## config.mk

```make
export PLATFORM = sky130hd
export DESIGN_NAME = iter_shift_unit
export DESIGN_NICKNAME = d
export VERILOG_FILES = /design/src/rtl/alu_shift_pkg.sv /design/src/rtl/shift_stage.sv /design/src/rtl/iter_shift_unit.sv
export SDC_FILE = /design/constraint.sdc
export NUM_CORES = 1
export LEC_CHECK = 0
export BUFFER_PORTS_ARGS = -buffer_cell sky130_fd_sc_hd__buf_4
export CAP_MARGIN = 20
export CORE_MARGIN = 4
export CORE_UTILIZATION = 65
export CTS_BUF_LIST = sky130_fd_sc_hd__clkbuf_2 sky130_fd_sc_hd__clkbuf_4 sky130_fd_sc_hd__clkbuf_8
export CTS_CLUSTER_DIAMETER = 120
export DETAILED_ROUTE_END_ITERATION = 6
export PLACE_DENSITY = 0.85
export SYNTH_ARGS = -nofsm -noshare
export SYNTH_HDL_FRONTEND = slang
export SYNTH_HIERARCHICAL = 1
export SYNTH_SLANG_ARGS = --single-unit
```

## constraint.sdc

```tcl
create_clock -name clock -period 3.59 [get_ports clock]
set_input_delay 0.359 -clock clock [delete_from_list [all_inputs] [get_ports clock]]
set_output_delay 0.359 -clock clock [all_outputs]
set_load 0.02 [all_outputs]
```

## src/rtl/alu_shift_pkg.sv

```systemverilog
// alu_shift_pkg: shared op codes, FSM states and step limit for the iterative shifter
package alu_shift_pkg;
    localparam logic [1:0] SHIFT_OP_SLL  = 2'b00;
    localparam logic [1:0] SHIFT_OP_SRL  = 2'b01;
    localparam logic [1:0] SHIFT_OP_SRA  = 2'b10;
    localparam logic [1:0] SHIFT_OP_ROTL = 2'b11;
    localparam logic [2:0] STEP_LAST     = 3'd4;
    typedef enum logic {S_IDLE, S_RUN} state_t;
endpackage

```

## src/rtl/shift_stage.sv

```systemverilog
// shift_stage: fixed-distance combinational shifter; op 11 rotates left when ROTATE_EN is defined, else passes through
module shift_stage
    import alu_shift_pkg::*;
#(
    parameter int WIDTH = 32,
    parameter int DIST  = 1
) (
    input  logic [WIDTH-1:0] in,
    input  logic [1:0]       op,
    output logic [WIDTH-1:0] out
);
    // Select the shifted form for the requested operation
    always_comb begin
        out = op == SHIFT_OP_SLL ? in << DIST :
              op == SHIFT_OP_SRL ? in >> DIST :
              op == SHIFT_OP_SRA ? WIDTH'($signed(in) >>> DIST) :
`ifdef ROTATE_EN
              {in[WIDTH-DIST-1:0], in[WIDTH-1:WIDTH-DIST]};
`else
              in;
`endif
    end
endmodule

```

## src/rtl/iter_shift_unit.sv

```systemverilog
// iter_shift_unit: 5-cycle iterative shifter applying one power-of-two stage per clock (optional ROTATE_EN)
module iter_shift_unit
    import alu_shift_pkg::*;
#(
    parameter  int WIDTH   = 32,
    localparam int SHAMT_W = $clog2(WIDTH)
) (
    input  logic               clock,
    input  logic               reset,
    input  logic               ctrl_shift,
    input  logic [WIDTH-1:0]   data_operandA,
    input  logic [SHAMT_W-1:0] data_shamt,
    input  logic [1:0]         shift_op,
    output logic [WIDTH-1:0]   data_result,
    output logic               data_resultRDY,
    output logic               busy
);
    state_t             state, state_next;
    logic [2:0]         step;
    logic [WIDTH-1:0]   work, stage_in;
    logic [SHAMT_W-1:0] shamt_q;
    logic [1:0]         op_q;
    logic [WIDTH-1:0]   stage_out [SHAMT_W];

    for (genvar i = 0; i < SHAMT_W; i++) begin : g_stage
        shift_stage #(.WIDTH(WIDTH), .DIST(1 << i)) u_stage (
            .in (work),
            .op (op_q),
            .out(stage_out[i])
        );
    end

    assign busy = state == S_RUN;

    // Working value after this cycle's stage: shifted only when the matching shamt bit is set
    always_comb begin
        stage_in = shamt_q[step] ? stage_out[step] : work;
    end

    // Next state: start only from idle, finish after the last stage
    always_comb begin
        state_next = state;
        state_next = state == S_IDLE ? (ctrl_shift ? S_RUN : S_IDLE) :
                     step == STEP_LAST ? S_IDLE : S_RUN;
    end

    // State register
    always_ff @(posedge clock) begin
        state <= reset ? S_IDLE : state_next;
    end

    // Operand capture, per-stage update and result publication
    always_ff @(posedge clock) begin
        if (reset) begin
            step           <= '0;
            work           <= '0;
            shamt_q        <= '0;
            op_q           <= '0;
            data_result    <= '0;
            data_resultRDY <= 1'b0;
        end else begin
            data_resultRDY <= 1'b0;
            if (state == S_IDLE && ctrl_shift) begin
                work    <= data_operandA;
                shamt_q <= data_shamt;
                op_q    <= shift_op;
                step    <= '0;
            end else if (state == S_RUN) begin
                work <= stage_in;
                step <= step == STEP_LAST ? 3'd0 : step + 3'd1;
                if (step == STEP_LAST) begin
                    data_result    <= stage_in;
                    data_resultRDY <= 1'b1;
                end
            end
        end
    end
endmodule

```

==> results.py, run 1 <==
metrics = {
    "clock_network": {
        "cts_tree": "done",
        "clkLatencyLatePin_ns": 0.36,
        "htreeDepth": 3,
        "cts_resized": 0,
        "cts_setup_buffers": 0,
        "postCtsHoldBufs": 0,
        "cts_max_path_buffers": 2,
        "root_buffer": "clkbuf_8",
        "cts_buffers": 9,
        "cts.sinks": 76,
        "clk_pin_slew_ns": 0.09,
    },
    "timing": {
        "rsz0062_at_grt": "no",
        "finalCritPeriodShare": 0.7216,
        "hold_viol_final": 0,
        "worst_pin_slew_ns": 1.080,
        "fin_hold_ws_ns": 0.2362,
        "period_needed_ns": 2.591,
        "finClkSkew_ns": 0.009401,
        "worst_slack_ns": 0.9994,
        "tns_ns": 0,
        "setup-violations-final": 0,
        "fmax_mhz": 386.0,
        "finalMaxSlewViolations": 0,
        "maxSlewHeadroom": 0.2792,
    },
    "yosys": {
        "post-synth-top-area-cell": "mux2i_1",
        "yosysWarnings": 6,
        "async_reset_ff_frac": 0,
        "synth.avg_cell_area_um2": 9.049,
        "yosysSeqAreaShare": 0.1504,
        "synth_ff_type": "dfxtp_1",
        "syn_nets": 1162,
        "synth_top_area_share": 0.4304,
        "synthCells": 1118,
        "synth_seq_cells": 76,
        "synth_cell_types": 52,
        "synth_edf_count": 0,
        "syn_area_um2": 10120,
        "synth.area.top_cells": "mux2i_1 43%, dfxtp_1 15%, o22ai_1 3.4%",
    },
    "global_routing": {
        "grt_antenna_before_repair": 0,
        "grt_start_max_net_pins": 70,
        "grt_pass1_wl_um": 48320,
        "grt_overflow": 0,
        "grt_pass1_vias": 9007,
        "grt_use_total": 0.3313,
    },
    "place": {
        "gp_congestion": 0.8764,
        "placed_cells_incl_taps": 1287,
        "placed_cell_area_um2": 10310,
        "io_buffers": 75,
        "hpwl_um": 18860,
        "pre_cts_ws_ns": 1.082,
    },
    "power": {
        "ir_worst_vdd_v": 0.0002700,
        "power.density_nw_per_um2": 251.7,
        "power.leakage_nw": 3.093,
    },
    "finish": {
        "fin_area_um2": 10510,
        "area.growth.synth_to_final_pct": 3.895,
        "diodes": 0,
        "finalNetCount": 1155,
        "drive_above_1_share": 0.1595,
        "fin_cells": 1304,
        "nFillCells": 1150,
    },
    "critical_path": {
        "endpoint_kind": "register",
        "start_kind": "register",
        "r2r_slack_ns": 1.0,
        "reg2regPathDepth": 5,
        "crit_path_max_fanout": 26,
        "crit_required_ns": 3.85,
        "worstPathArrival_ns": 2.85,
        "crit_type": "register to register",
        "worstReg2RegStart": "step[2]",
        "r2r-end": "work[0]",
    },
    "drt": {
        "vias_per_cell": 7.341,
        "routedWlPerCell_um": 23.60,
        "routed-via-count": 9573,
        "first_iter_violations": 1287,
        "dr.pass1.iters": 6,
        "routed_wl_um": 30770,
        "ant_nets": 0,
        "remaining_drc_errors": 0,
    },
    "floorplan": {
        "die_area_um2": 17630,
        "io_pins": 76,
        "core_um2": 15200,
        "die_w_um": 132.8,
        "start_util": 0.6655,
        "std_cell_rows": 45,
        "die_y_um": 132.8,
    },
    "hold_path": {
        "hold_class": "input port to register",
        "min_to": "op_q[1]",
        "min_delay_path_depth": 3,
        "min_from": "shift_op[1]",
    },
    "run_status": {
        "status": "complete, no violations",
    },
    "run": {
        "cap_violations": 0,
    },
}
==> cells in the final DEF (no fill, tap or decap), types with 24 or more instances in the layout <==
| cell | netlist | routed |
|---|---|---|
| nand2_1 | 72 | 72 |
| nand4_1 | 28 | 28 |
| nand3b_1 | 24 | 24 |
| a21oi_1 | 48 | 48 |
| o22ai_1 | 55 | 55 |
| buf_4 | 11 | 100 |
| mux2i_1 | 435 | 435 |
| dfxtp_1 | 76 | 72 |
| nand2b_1 | 26 | 26 |
| and2_1 | 30 | 30 |
| mux2_2 | 24 | 24 |
| o211ai_1 | 26 | 26 |
==> how the worst max path moves through the flow <==
stage | startpoint | end | slack [ns] | cells past startpoint
after floorplan | step[1] | data_result[10] | 1.59 | 9
after global placement | work[31] | work[31] | 1.20 | 6
after detailed placement | work[31] | work[24] | 1.08 | 7
after CTS | work[31] | work[24] | 1.06 | 7
after global routing | step[2] | work[0] | 0.89 | 5
final | step[2] | work[0] | 1.0 | 5
==> cells in the mapped netlist, drive strengths merged (3+ instances only) <==
master / count
nor4b: 6
a21oi: 48
and2: 30
nor3b: 7
a211oi: 7
a41oi: 6
nand2: 73
a2111oi: 6
inv: 3
o22ai: 58
nor2b: 11
a31oi: 3
o21ai: 8
nand3b: 24
o2bb2ai: 7
nor2: 15
o221ai: 25
o211ai: 26
mux2: 33
dfxtp: 76
clkbuf: 34
buf: 92
mux2i: 435
a22o: 14
nand2b: 27
nand4: 28
==> area by class of cell <==
cell class	instances	area [um2]	area share
clock inverters	6	37.54	0.003571
inverters	3	11.26	0.001071
multi-input cells	913	7630	0.7259
flip-flops and latches	76	1534	0.1459
repair buffers	108	925.9	0.08809
well taps	188	235.2	0.02238
clock buffers	10	137.6	0.01309
==> metal layers <==
| layer | track usage | share of wire |
|---|---|---|
| met5 | 0 | 0 |
| met4 | 0.1663 | 0.044 |
| met3 | 0.06198 | 0.11 |
| met2 | 0.5099 | 0.44 |
| met1 | 0.4442 | 0.40 |
==> kinds of logic after synthesis <==
group           share of synthesized area
buf+inv                           0.09609
flops                              0.1504
compound gates                     0.1560
fa+ha+maj                        0.002473
simple gates                       0.1276
mux                                0.4675
==> flip-flops by register name (all words and copies together), names as in the netlist <==
| register | flops |
|---|---|
| data_result | 32 |
| work | 32 |
| shamt_q | 5 |
| step | 3 |
| op_q | 2 |
| busy | 1 |
| data_resultRDY | 1 |
==> where the power goes <==
part,switching [W],total [W],internal [W]
registers,0.000222,0.00110,0.000876
clock network,0.000351,0.000620,0.000269
logic,0.000483,0.000928,0.000445
total,0.00106,0.00265,0.00159
==> metrics by stage <==
stage                     power (W)  utilization
after global placement     0.001960       0.6763
after global routing       0.002739       0.6914
after floorplan            0.001792            -
after CTS                  0.002603       0.6896
after detailed placement   0.001998       0.6781
final                      0.002645       0.6914
==> critical path, stage by stage (launching register included) <==
cell and delay (ns):
dfxtp_1 0.55, nor3b_4 0.30, and2_1 0.68, buf_4 0.46, nor4b_1 0.12, a2111oi_2 0.36
No activity file was read; power rests on OpenSTA's default activity.
==> inputs of run 2 (changes only) <==
CORE_UTILIZATION = 58   (was 65)
PLACE_DENSITY = 0.8   (was 0.85)
clock period = 2.2 ns   (was 3.59 ns; I/O delays follow)
==> results.py, run 2 (synthesized netlist as in run 1, its figures left out) <==
metrics = {
    "run_status": {
        "status": "complete, no violations",
    },
    "floorplan": {
        "die_area_um2": 19620,
        "io_pins": 76,
        "core_um2": 17180,
        "die_w_um": 140.1,
        "std_cell_rows": 48,
        "start_util": 0.5890,
        "die_y_um": 140.1,
    },
    "timing": {
        "finalMaxSlewViolations": 0,
        "worst_slack_ns": 0.04590,
        "finClkSkew_ns": 0.01446,
        "maxSlewHeadroom": 0.4528,
        "finalCritPeriodShare": 0.9791,
        "worst_pin_slew_ns": 0.8196,
        "fmax_mhz": 464.2,
        "setup-violations-final": 0,
        "rsz0062_at_grt": "yes",
        "hold_viol_final": 0,
        "period_needed_ns": 2.154,
    },
    "drt": {
        "dr.pass1.iters": 6,
        "remaining_drc_errors": 0,
        "vias_per_cell": 6.921,
        "ant_nets": 0,
        "routed-via-count": 9787,
        "routedWlPerCell_um": 22.85,
        "routed_wl_um": 32310,
        "first_iter_violations": 1237,
    },
    "critical_path": {
        "crit_path_frequent_cell": "mux2i_1",
        "cpPeakStageDelay_ns": 0.46,
        "crit_required_ns": 2.44,
        "r2r-end": "data_result[24]",
        "worstPathArrival_ns": 2.39,
        "cp_top_family": "compound AO/OA/AOI/OAI gates",
        "worstReg2RegStart": "op_q[0]",
        "crit_type": "register to register",
        "endpoint_kind": "register",
        "path_cells": "buf_12 -> buf_12 -> mux2i_1 -> mux2i_1 -> mux2i_1 -> o22ai_1 -> o22ai_1 -> o211ai_1",
        "start_kind": "register",
        "r2r_slack_ns": 0.05,
        "cp.buffers_inverters": 2,
        "path_depth": 8,
        "crit_path_max_fanout": 44,
        "crit_slowest_cell": "dfxtp_4",
        "reg2regPathDepth": 8,
        "crit_path_start": "op_q[0]",
    },
    "finish": {
        "post-route-util": 0.6638,
        "fin_cells": 1414,
        "finalNetCount": 1228,
        "drive_above_1_share": 0.2170,
        "diodes": 0,
        "mostFrequentLayoutCells": "435 x mux2i_1, 154 x buf_4, 72 x nand2_1, 72 x dfxtp_1",
        "area.growth.synth_to_final_pct": 12.70,
        "fin_area_um2": 11400,
        "reg_top3": "data_result x32, work x32, shamt_q x5",
        "final_common_cell": "mux2i_1",
    },
    "hold_path": {
        "min_from": "data_shamt[2]",
        "min_delay_path_depth": 3,
        "min_to": "shamt_q[2]",
        "hold_class": "input port to register",
    },
    "global_routing": {
        "grt_use_total": 0.3144,
        "use_met3": 0.06145,
        "busiest_layer": "met2",
        "grt_overflow": 0,
        "grt_pass1_vias": 9460,
        "grt_pass1_wl_um": 50800,
        "grt_util_met1": 0.4052,
        "met2_usage": 0.4968,
        "grt_antenna_before_repair": 0,
        "grt_start_max_net_pins": 62,
    },
    "clock_network": {
        "cts.sinks": 76,
        "postCtsHoldBufs": 0,
        "htreeDepth": 3,
        "cts_buffers": 9,
        "cts_tree": "done",
        "clkLatencyLatePin_ns": 0.38,
        "clk_pin_slew_ns": 0.10,
        "cts_max_path_buffers": 2,
        "root_buffer": "clkbuf_8",
    },
    "place": {
        "gp_congestion": 0.9289,
        "hpwl_um": 21620,
        "placed_cell_area_um2": 11150,
        "pre_cts_ws_ns": 0.1245,
        "placed_cells_incl_taps": 1398,
        "io_buffers": 75,
    },
    "power": {
        "ir_worst_vdd_v": 0.0004421,
        "power.leakage_nw": 3.623,
        "power.density_nw_per_um2": 406.5,
    },
    "run": {
        "cap_violations": 0,
    },
}
-- run 2: changes by cell type in the layout (fill, tap and decap cells not counted), sizes merged --
cell	previous run	this run
clkbuf	10	9
clkinvlp	1	2
bufinv	0	1
clkinv	3	2
buf	108	181
-- run 2: tightest hold or removal path, delay by kind of cell --
family	cells	cell delay, ns
simple gates	1	0.05
compound gates	1	0.05
buf+inv	1	0.10
-- run 2: worst max path at each step --
stage,end
final,data_result[24]
after global routing,data_result[22]
after CTS,work[8]
after detailed placement,work[8]
after global placement,work[8]
after floorplan,data_result[10]
-- run 2: timing repair --
item,in CTS,in global routing
setup endpoints to repair,0,9
resized for setup,0,8
setup buffers,0,0
endpoints found under the hold margin,0,0
-- run 2: cell type report --
cell class,instances,area (um2)
inverter,3,11.26
timing repair buffer,181,1704
fill,1314,5774
clock buffer,9,123.9
sequential,76,1534
clock inverter,7,73.82
tap,225,281.5
multi-input combinational,913,7674
-- run 2: per-stage QoR --
step	setup TNS (ns)	hold WS [ns]	power [W]
finish	0	0.07772	0.004635
floorplan	0	0.3560	0.002924
CTS	0	0.07503	0.004573
detailed placement	0	0.4487	0.003458
global placement	0	0.4445	0.003401
global route	-0.01909	0.08533	0.004807
-- run 2: layer usage --
layer	vias up	routed length [um]
met2	599	14730
met1	4650	13030
met5	-	0
met3	133	2932
li1	4405	-
met4	0	1613
-- run 2: power breakdown --
group | internal [W] | switching, W
Clock | 0.000529 | 0.000601
Combinational | 0.000873 | 0.00105
Sequential | 0.00143 | 0.000148
Total | 0.00283 | 0.00180
